==> src/rtl/hbitspreader.sv <==
// hbitspreader: turns a high-bit count into a word with that many ones,
// rotating the start position across successive words.
module hbitspreader #(
  parameter int DATA_WIDTH = 16,
  parameter bit ROTATE     = 1'b1
) (
  input  logic                          clk,
  input  logic                          rst_n,
  input  logic                          in_valid,
  output logic                          in_ready,
  input  logic [$clog2(DATA_WIDTH):0]   cnt,
  output logic                          out_valid,
  input  logic                          out_ready,
  output logic [DATA_WIDTH-1:0]         dout,
  output logic                          ovf,
  output logic [$clog2(DATA_WIDTH)-1:0] ptr
);

  localparam int PW = $clog2(DATA_WIDTH);
  localparam int SW = PW + 2;
  localparam logic [SW-1:0] DW = SW'(DATA_WIDTH);

  logic                  accept;
  logic [SW-1:0]         cz;
  logic [SW-1:0]         kz;
  logic [SW-1:0]         pz;
  logic [SW-1:0]         jv;
  logic [SW-1:0]         off;
  logic [SW-1:0]         sum;
  logic [DATA_WIDTH-1:0] word;
  logic                  ovf_nxt;
  logic [PW-1:0]         ptr_nxt;

  assign in_ready = !out_valid || out_ready;
  assign accept   = in_valid && in_ready;

  always_comb begin
    cz      = SW'(cnt);
    pz      = SW'(ptr);
    jv      = '0;
    off     = '0;
    word    = '0;
    ovf_nxt = cz > DW;
    kz      = ovf_nxt ? DW : cz;
    // bit j is set when its distance above ptr (mod width) is below k
    for (int j = 0; j < DATA_WIDTH; j++) begin
      jv = SW'(j);
      if (jv >= pz)
        off = jv - pz;
      else
        off = jv + DW - pz;
      word[j] = off < kz;
    end
    sum = pz + kz;
    if (sum >= DW)
      sum = sum - DW;
    ptr_nxt = ROTATE ? PW'(sum) : '0;
  end

  always_ff @(posedge clk or negedge rst_n) begin
    if (!rst_n) begin
      out_valid <= 1'b0;
      dout      <= '0;
      ovf       <= 1'b0;
      ptr       <= '0;
    end else if (accept) begin
      out_valid <= 1'b1;
      dout      <= word;
      ovf       <= ovf_nxt;
      ptr       <= ptr_nxt;
    end else if (out_ready) begin
      out_valid <= 1'b0;
    end
  end

endmodule

==> config.mk <==
export PLATFORM = sky130hd
export DESIGN_NAME = hbitspreader
export DESIGN_NICKNAME = d
export VERILOG_FILES = /design/src/rtl/hbitspreader.sv
export SDC_FILE = /design/constraint.sdc
export NUM_CORES = 1
export LEC_CHECK = 0
export ABC_AREA = 1
export CAP_MARGIN = 20
export CORE_AREA = 2 2 73 75
export CTS_BUF_LIST = sky130_fd_sc_hd__clkbuf_4
export DETAILED_ROUTE_END_ITERATION = 16
export DIE_AREA = 0 0 75 77
export GPL_TIMING_DRIVEN = 0
export PLACE_DENSITY = 0.86
export SLEW_MARGIN = 20
export SYNTH_ARGS = -nofsm -noshare
export SYNTH_HDL_FRONTEND = slang
export SYNTH_SLANG_ARGS = --single-unit
==> constraint.sdc <==
create_clock -name clk -period 3.67 [get_ports clk]
set_input_delay 0.367 -clock clk [delete_from_list [all_inputs] [get_ports clk]]
set_output_delay 0.367 -clock clk [all_outputs]
set_load 0.05 [all_outputs]
==> summary.md, run 1 <==
| Metric | Value |
|---|---|
| Total I/O pin count | 32 |
| Share of synthesized area occupied by flip-flops and latches | 17.96% |
| Most common cell after layout, fill and taps aside | sky130_fd_sc_hd__nand2_1 |
| Hold Worst Slack | -0.01569 ns |
| Area inside the core boundary | 4977 sq um |
| Gp weighted congestion | 0.8747 |
| Drt pass-1 iters | 4 |
| Wirelength, routed | 6.902 mm |
| GRT Resource Usage Total | 25.43% |
| Nets | 566 |
| TritonCTS clock tree | yes |
| Clock Tree Root | sky130_fd_sc_hd__clkbuf_4 |
| Transition at the pin with the smallest max-transition slack | 0.7714 ns |
| WS Path Type | register to register |
| Quantity of gates resized following cts | 0 |
| Vertical die dimension | 77 microns |
| Initial detailed-routing violation count | 117 |
| Clock Tree Buf Depth | 2 |
| Final global-route overflow total | 0 |
| Clock tree skew after final layout | 0.006269 ns |
| Layout cell share with drive strength beyond 1 | 5.745% |
| Antenna cells | 0 |
| Vias in the first global route | 2,643 |
| Average size of a mapped cell | 7.047 sq um |
| Post-synth net total | 530 |
| Drt via density | 5.061 |
| Number of clock sinks | 22 |
| Clock slew seen by the registers of the worst setup and hold paths | 0.15 ns |
| Post-route minimum period | 2.850 ns |
| Sum of net half-perimeters after detailed placement | 5.149 mm |
| Hold Buf Count CTS | 0 |
| Layout overhead on the synthesized area | 14.53% |
| Required time at the endpoint of the critical path | 3.92 ns |
| Average detailed-routed wire length per instance | 12.78 microns |
| Achievable frequency | 0.3508 GHz |
| RSZ-0062 raised after global routing | false |
| Cells after Synth | 435 |
| Effective utilization at floorplan | 61.59% |
| Number of H-tree branching levels | 1 |
| Number of synthesized register bits | 22 |
| Clk Latency, worst-skew pair | 0.34 ns |
| Pin count of the biggest net entering global routing | 23 |
| CTS buffer count | 3 |
| Count of cell types in the netlist | 26 |
| DRC | 0 |
| DIE WIDTH | 75 microns |
| Count of warnings emitted by yosys | 0 |
| R2R depth | 13 |
| Kind of end point of the critical path | register |
| Final core utilization | 70.54% |
| Count of port buffers added during placement | 31 |
| Violated checks | hold timing |
| Top library cells by usage in the layout, fill and taps aside | 128 x sky130_fd_sc_hd__nand2_1, 84 x sky130_fd_sc_hd__inv_1, 84 x sky130_fd_sc_hd__ha_1 |
| Die footprint | 5775 sq um |
| Status | finished with violations |
| Initial antenna violation count | 0 |
| Number of antenna-violating nets in the routed design | 0 |
| Global-route wire length before repair | 11.41 mm |
| Row count | 26 |
| Via count | 2,733 |
| Total Neg Setup Slack | 0 ns |
| Hold Fails Final Rpt | 14 |
| Postcts setup bufs | 0 |
| Pins Over Slew Limit | 0 |
| Setup violation total in the final timing report | 0 |
| Rel. slew slack | 48.45% |
| Worst Path Max Fanout | 13 |
| Worst min path class | primary input to asynchronous set/reset pin |
| Arrival time at the worst endpoint | 3.10 ns |
| Reported max-cap violation count | 0 |
| Element type at the critical path start | register |
| Fin crit share | 77.67% |
| Post-synthesis instance area | 3065 sq um |
[synth_stat cells, drive strengths merged]
cell type,number,share of area [%]
a21oi,9,1.5
buf,6,1.7
clkbuf,1,0.12
conb,2,0.24
dfrtp,22,18
fa,2,1.3
ha,84,34
inv,87,11
nand2,132,16
nand3,14,2.3
nand4,3,0.61
nor2,28,3.4
nor3,8,1.3
o211ai,2,0.49
o21ai,14,2.5
o21bai,7,1.7
or2,8,1.6
xnor2,1,0.29
xor2,5,1.4
[registers in the layout, indices dropped and copies added (netlist names)]
signal	count
out_valid	1
ptr	4
ovf	1
dout	16
[critical path, stage by stage, from the launching register on]
cell                      delay [ns]
sky130_fd_sc_hd__dfrtp_1        0.73
sky130_fd_sc_hd__inv_1          0.28
sky130_fd_sc_hd__ha_1           0.33
sky130_fd_sc_hd__ha_1           0.20
sky130_fd_sc_hd__a21oi_1        0.11
sky130_fd_sc_hd__o21ai_0        0.11
sky130_fd_sc_hd__ha_1           0.28
sky130_fd_sc_hd__inv_1          0.04
sky130_fd_sc_hd__ha_1           0.26
sky130_fd_sc_hd__inv_1          0.05
sky130_fd_sc_hd__nor3_1         0.17
sky130_fd_sc_hd__nand2_1        0.08
sky130_fd_sc_hd__nand3_1        0.08
sky130_fd_sc_hd__nand2_1        0.05
[area by class of cell]
cell class | instances | area [sq um]
multi-input combinational | 319 | 2131
fill | 411 | 1466
sequential | 22 | 550.5
inverter | 87 | 329.1
timing repair buffer | 31 | 305.3
tap | 70 | 87.58
buffer | 7 | 55.05
clock inverter | 1 | 30.03
clock buffer | 3 | 22.52
[routing by layer]
| layer | GRT usage [%] | up-vias | part of all wire (%) |
|---|---|---|---|
| li1 | - | 1409 | - |
| met1 | 30.39 | 1251 | 45 |
| met2 | 45.44 | 56 | 49 |
| met3 | 2.102 | 17 | 3.6 |
| met4 | 10.00 | 0 | 2.4 |
| met5 | 0 | - | 0 |
[through the flow]
stage / instances / cell area (sq um) / worst slack, ns / hold WS (ns)
2_1_floorplan: 435 / 3065 / 0.8754 / 0.07141
3_3_place_gp: 536 / 3463 / 0.9032 / 0.4613
3_5_place_dp: 536 / 3463 / 0.8658 / 0.4645
4_1_cts: 540 / 3516 / 0.8281 / 0.4999
5_1_grt: 540 / 3511 / 0.6297 / 0.03360
6_report: 540 / 3511 / 0.8196 / -0.01569
[logic make-up (layout without fill, tap and decap cells)]
| family | after synthesis | after routing | share of synthesized area (%) |
|---|---|---|---|
| buffers and inverters | 94 | 129 | 12.53 |
| other | 2 | 2 | 0.2450 |
| AOI/OAI and AO/OA | 32 | 32 | 6.204 |
| and+or+nand+nor | 193 | 193 | 25.76 |
| xor gates and xnor gates | 6 | 6 | 1.714 |
| adders and majority gates | 86 | 86 | 35.59 |
| DFF | 22 | 22 | 17.96 |
[final timing paths]
kind | startpoint | end | slack, ns
min in group clk | dout[4] | dout[4] | 0.49
min reg2reg | dout[4] | dout[4] | 0.49
min | rst_n | dout[10] | -0.02
max reg2reg | ptr[2] | dout[2] | 0.82
max in group asynchronous | rst_n | dout[8] | 3.31
max | ptr[2] | dout[2] | 0.82
Power of run 1 is left out: the tool's default activity adds up to more than one toggle a clock period on the data nets, which glitch-free logic cannot reach.
==> run 2: changes to the inputs <==
--- a/config.mk
+++ b/config.mk
@@ -7,12 +7,12 @@
 export LEC_CHECK = 0
 export ABC_AREA = 1
 export CAP_MARGIN = 20
-export CORE_AREA = 2 2 73 75
+export CORE_AREA = 2 2 75 77
 export CTS_BUF_LIST = sky130_fd_sc_hd__clkbuf_4
 export DETAILED_ROUTE_END_ITERATION = 16
-export DIE_AREA = 0 0 75 77
+export DIE_AREA = 0 0 77 79
 export GPL_TIMING_DRIVEN = 0
-export PLACE_DENSITY = 0.86
+export PLACE_DENSITY = 0.82
 export SLEW_MARGIN = 20
 export SYNTH_ARGS = -nofsm -noshare
 export SYNTH_HDL_FRONTEND = slang
==> constraint.sdc (replaced) <==
create_clock -name clk -period 2.8 [get_ports clk]
set_input_delay 0.28 -clock clk [delete_from_list [all_inputs] [get_ports clk]]
set_output_delay 0.28 -clock clk [all_outputs]
set_load 0.05 [all_outputs]
==> summary.md, run 2 (synthesis gave the netlist of run 1 again) <==
| Metric | Value |
|---|---|
| Sum of net half-perimeters after detailed placement | 5.148 mm (was 5.149 mm) |
| Drt via density | 5.002 (was 5.061) |
| Element type at the critical path start | register (unchanged) |
| Row count | 27 (was 26) |
| Required time at the endpoint of the critical path | 3.05 ns (was 3.92 ns) |
| Worst Path Max Fanout | 13 (unchanged) |
| Arrival time at the worst endpoint | 2.92 ns (was 3.10 ns) |
| Initial antenna violation count | 0 (unchanged) |
| Achievable frequency | 0.3757 GHz (was 0.3508 GHz) |
| Flip-flop count of the largest register after layout | 16 (unchanged) |
| DRC | 0 (unchanged) |
| Most common cell after layout, fill and taps aside | sky130_fd_sc_hd__nand2_1 (unchanged) |
| RSZ-0062 raised after global routing | true (was false) |
| Clock Tree Buf Depth | 2 (unchanged) |
| Drt pass-1 iters | 4 (unchanged) |
| Count of port buffers added during placement | 31 (unchanged) |
| Hold Worst Slack | 0.4553 ns (was -0.01569 ns) |
| Register-to-register setup slack | 0.14 ns (was 0.82 ns) |
| Layout overhead on the synthesized area | 15.55% (was 14.53%) |
| Vias in the first global route | 2,651 (was 2,643) |
| Largest registers | dout (16), ptr (4) (unchanged) |
| Wirelength, routed | 6.884 mm (was 6.902 mm) |
| Placed Cells incl. Taps | 538 (was 536) |
| CTS buffer count | 3 (unchanged) |
| Clk Latency, worst-skew pair | 0.34 ns (about the same) |
| Worst min path class | primary input to asynchronous set/reset pin (unchanged) |
| Clock Tree Root | sky130_fd_sc_hd__clkbuf_4 (unchanged) |
| Die footprint | 6083 sq um (was 5775 sq um) |
| WS Path Type | register to register (unchanged) |
| Effective utilization at floorplan | 57.43% (was 61.59%) |
| Status | finished, final reports clean (was finished with violations) |
| Area inside the core boundary | 5338 sq um (was 4977 sq um) |
| Average detailed-routed wire length per instance | 12.63 microns (was 12.78 microns) |
| GRT Resource Usage Total | 24.01% (was 25.43%) |
| Pins Over Slew Limit | 0 (unchanged) |
| Fin crit share | 95.07% (was 77.67%) |
| Post-route minimum period | 2.662 ns (was 2.850 ns) |
| Total I/O pin count | 32 (unchanged) |
| Reported max-cap violation count | 0 (unchanged) |
| DIE WIDTH | 77 microns (was 75 microns) |
| TritonCTS clock tree | yes (unchanged) |
| Gp weighted congestion | 0.8128 (was 0.8747) |
| Area after DPL | 3466 sq um (was 3463 sq um) |
| Number of H-tree branching levels | 1 (unchanged) |
| Largest reg by FF count | dout (unchanged) |
| Final global-route overflow total | 0 (unchanged) |
| Setup violation total in the final timing report | 0 (unchanged) |
| Antenna cells | 0 (unchanged) |
| Highest routing layer actually used | met4 (unchanged) |
| CP max-delay cell | sky130_fd_sc_hd__dfrtp_2 (was sky130_fd_sc_hd__dfrtp_1) |
| Endpoint of the most critical register-to-register path | dout[2] (unchanged) |
| Largest stage delay, worst path | 0.58 ns (was 0.73 ns) |
| WL met3 | 169 microns (was 249 microns) |
| Nets | 569 (was 566) |
| Initial detailed-routing violation count | 121 (was 117) |
| Final non-filler cell total | 545 (was 540) |
| Kind of end point of the critical path | register (unchanged) |
| Final instance area | 3542 sq um (was 3511 sq um) |
| Vertical die dimension | 79 microns (was 77 microns) |
| R2R depth | 13 (unchanged) |
| Via count | 2,726 (was 2,733) |
| Clock tree skew after final layout | 0.006853 ns (was 0.006269 ns) |
| Top library cells by usage in the layout, fill and taps aside | 128 x sky130_fd_sc_hd__nand2_1, 84 x sky130_fd_sc_hd__inv_1, 84 x sky130_fd_sc_hd__ha_1 (unchanged) |
| Global-route wire length before repair | 11.97 mm (was 11.41 mm) |
| Rel. slew slack | 51.04% (was 48.45%) |
| Clock slew seen by the registers of the worst setup and hold paths | 0.16 ns (was 0.15 ns) |
| Transition at the pin with the smallest max-transition slack | 0.7327 ns (was 0.7714 ns) |
| Cell Chain, Critical Path | inv_1 -> ha_1 -> ha_1 -> a21oi_1 -> o21ai_0 -> ha_1 -> inv_1 -> ha_1 -> inv_1 -> nor3_1 -> nand2_1 -> nand3_1 -> nand2_1 (unchanged) |
| Routed wl met2 | 3.593 mm (was 3.383 mm) |
| Hold Fails Final Rpt | 0 (was 14) |
| Number of clock sinks | 22 (unchanged) |
| Cell occurring most often along the worst timing path | sky130_fd_sc_hd__ha_1 (unchanged) |
| Number of antenna-violating nets in the routed design | 0 (unchanged) |
| Pin count of the biggest net entering global routing | 23 (unchanged) |
| Met1 Routed Length | 2.980 mm (was 3.100 mm) |
| Layout cell share with drive strength beyond 1 | 6.765% (was 5.745%) |
| Critical register-to-register path startpoint | ptr[2] (unchanged) |
==> run 2: cell type report <==
| class | count | area [sq um] |
|---|---|---|
| multi-input cells | 319 | 2131 |
| well taps | 72 | 90.09 |
| fillers | 504 | 1795 |
| plain buffers | 7 | 55.05 |
| clock inverters | 1 | 30.03 |
| inverters | 87 | 329.1 |
| repair buffers | 34 | 330.3 |
| flip-flops and latches | 22 | 554.3 |
| clock buffers | 3 | 22.52 |
==> run 2: metrics by stage <==
step           setup TNS (ns)  util [%]  setup WS (ns)
6_report                    0     66.36         0.1380
5_1_grt              -0.02230     66.36       -0.02230
4_1_cts                     0     65.94        0.04219
3_5_place_dp                0     64.93        0.03583
3_3_place_gp                0     64.93        0.04302
2_1_floorplan               0         -       0.005449
==> run 2: critical path, delay by kind of cell (launching register included) <==
family,cells,cell delay (ns)
simple gates,4,0.34
flops,1,0.58
compound gates,2,0.26
buf+inv,3,0.31
fa+ha+maj,4,1.07
==> run 2: metal layers <==
metal,vias up,GRT usage [%]
met5,-,0
met4,0,6.429
met3,14,1.364
met2,39,45.18
met1,1253,29.89
li1,1420,-
==> run 2: worst max-delay path by stage <==
| stage | cells after the start | startpoint | to |
|---|---|---|---|
| after floorplan | 13 | ptr[1] | dout[2] |
| after global placement | 13 | ptr[2] | dout[2] |
| after detailed placement | 13 | ptr[2] | dout[2] |
| after CTS | 13 | ptr[1] | dout[2] |
| after global routing | 13 | ptr[2] | dout[2] |
| final | 13 | ptr[2] | dout[2] |
==> run 2: timing repair <==
action | in CTS | in global routing
hold buffers | 0 | 1
resized for setup | 1 | 2
endpoints found under the setup margin | 2 | 5
setup buffers | 0 | 2
endpoints found under the hold margin | 0 | 22
Power of run 2 is left out for the same reason.
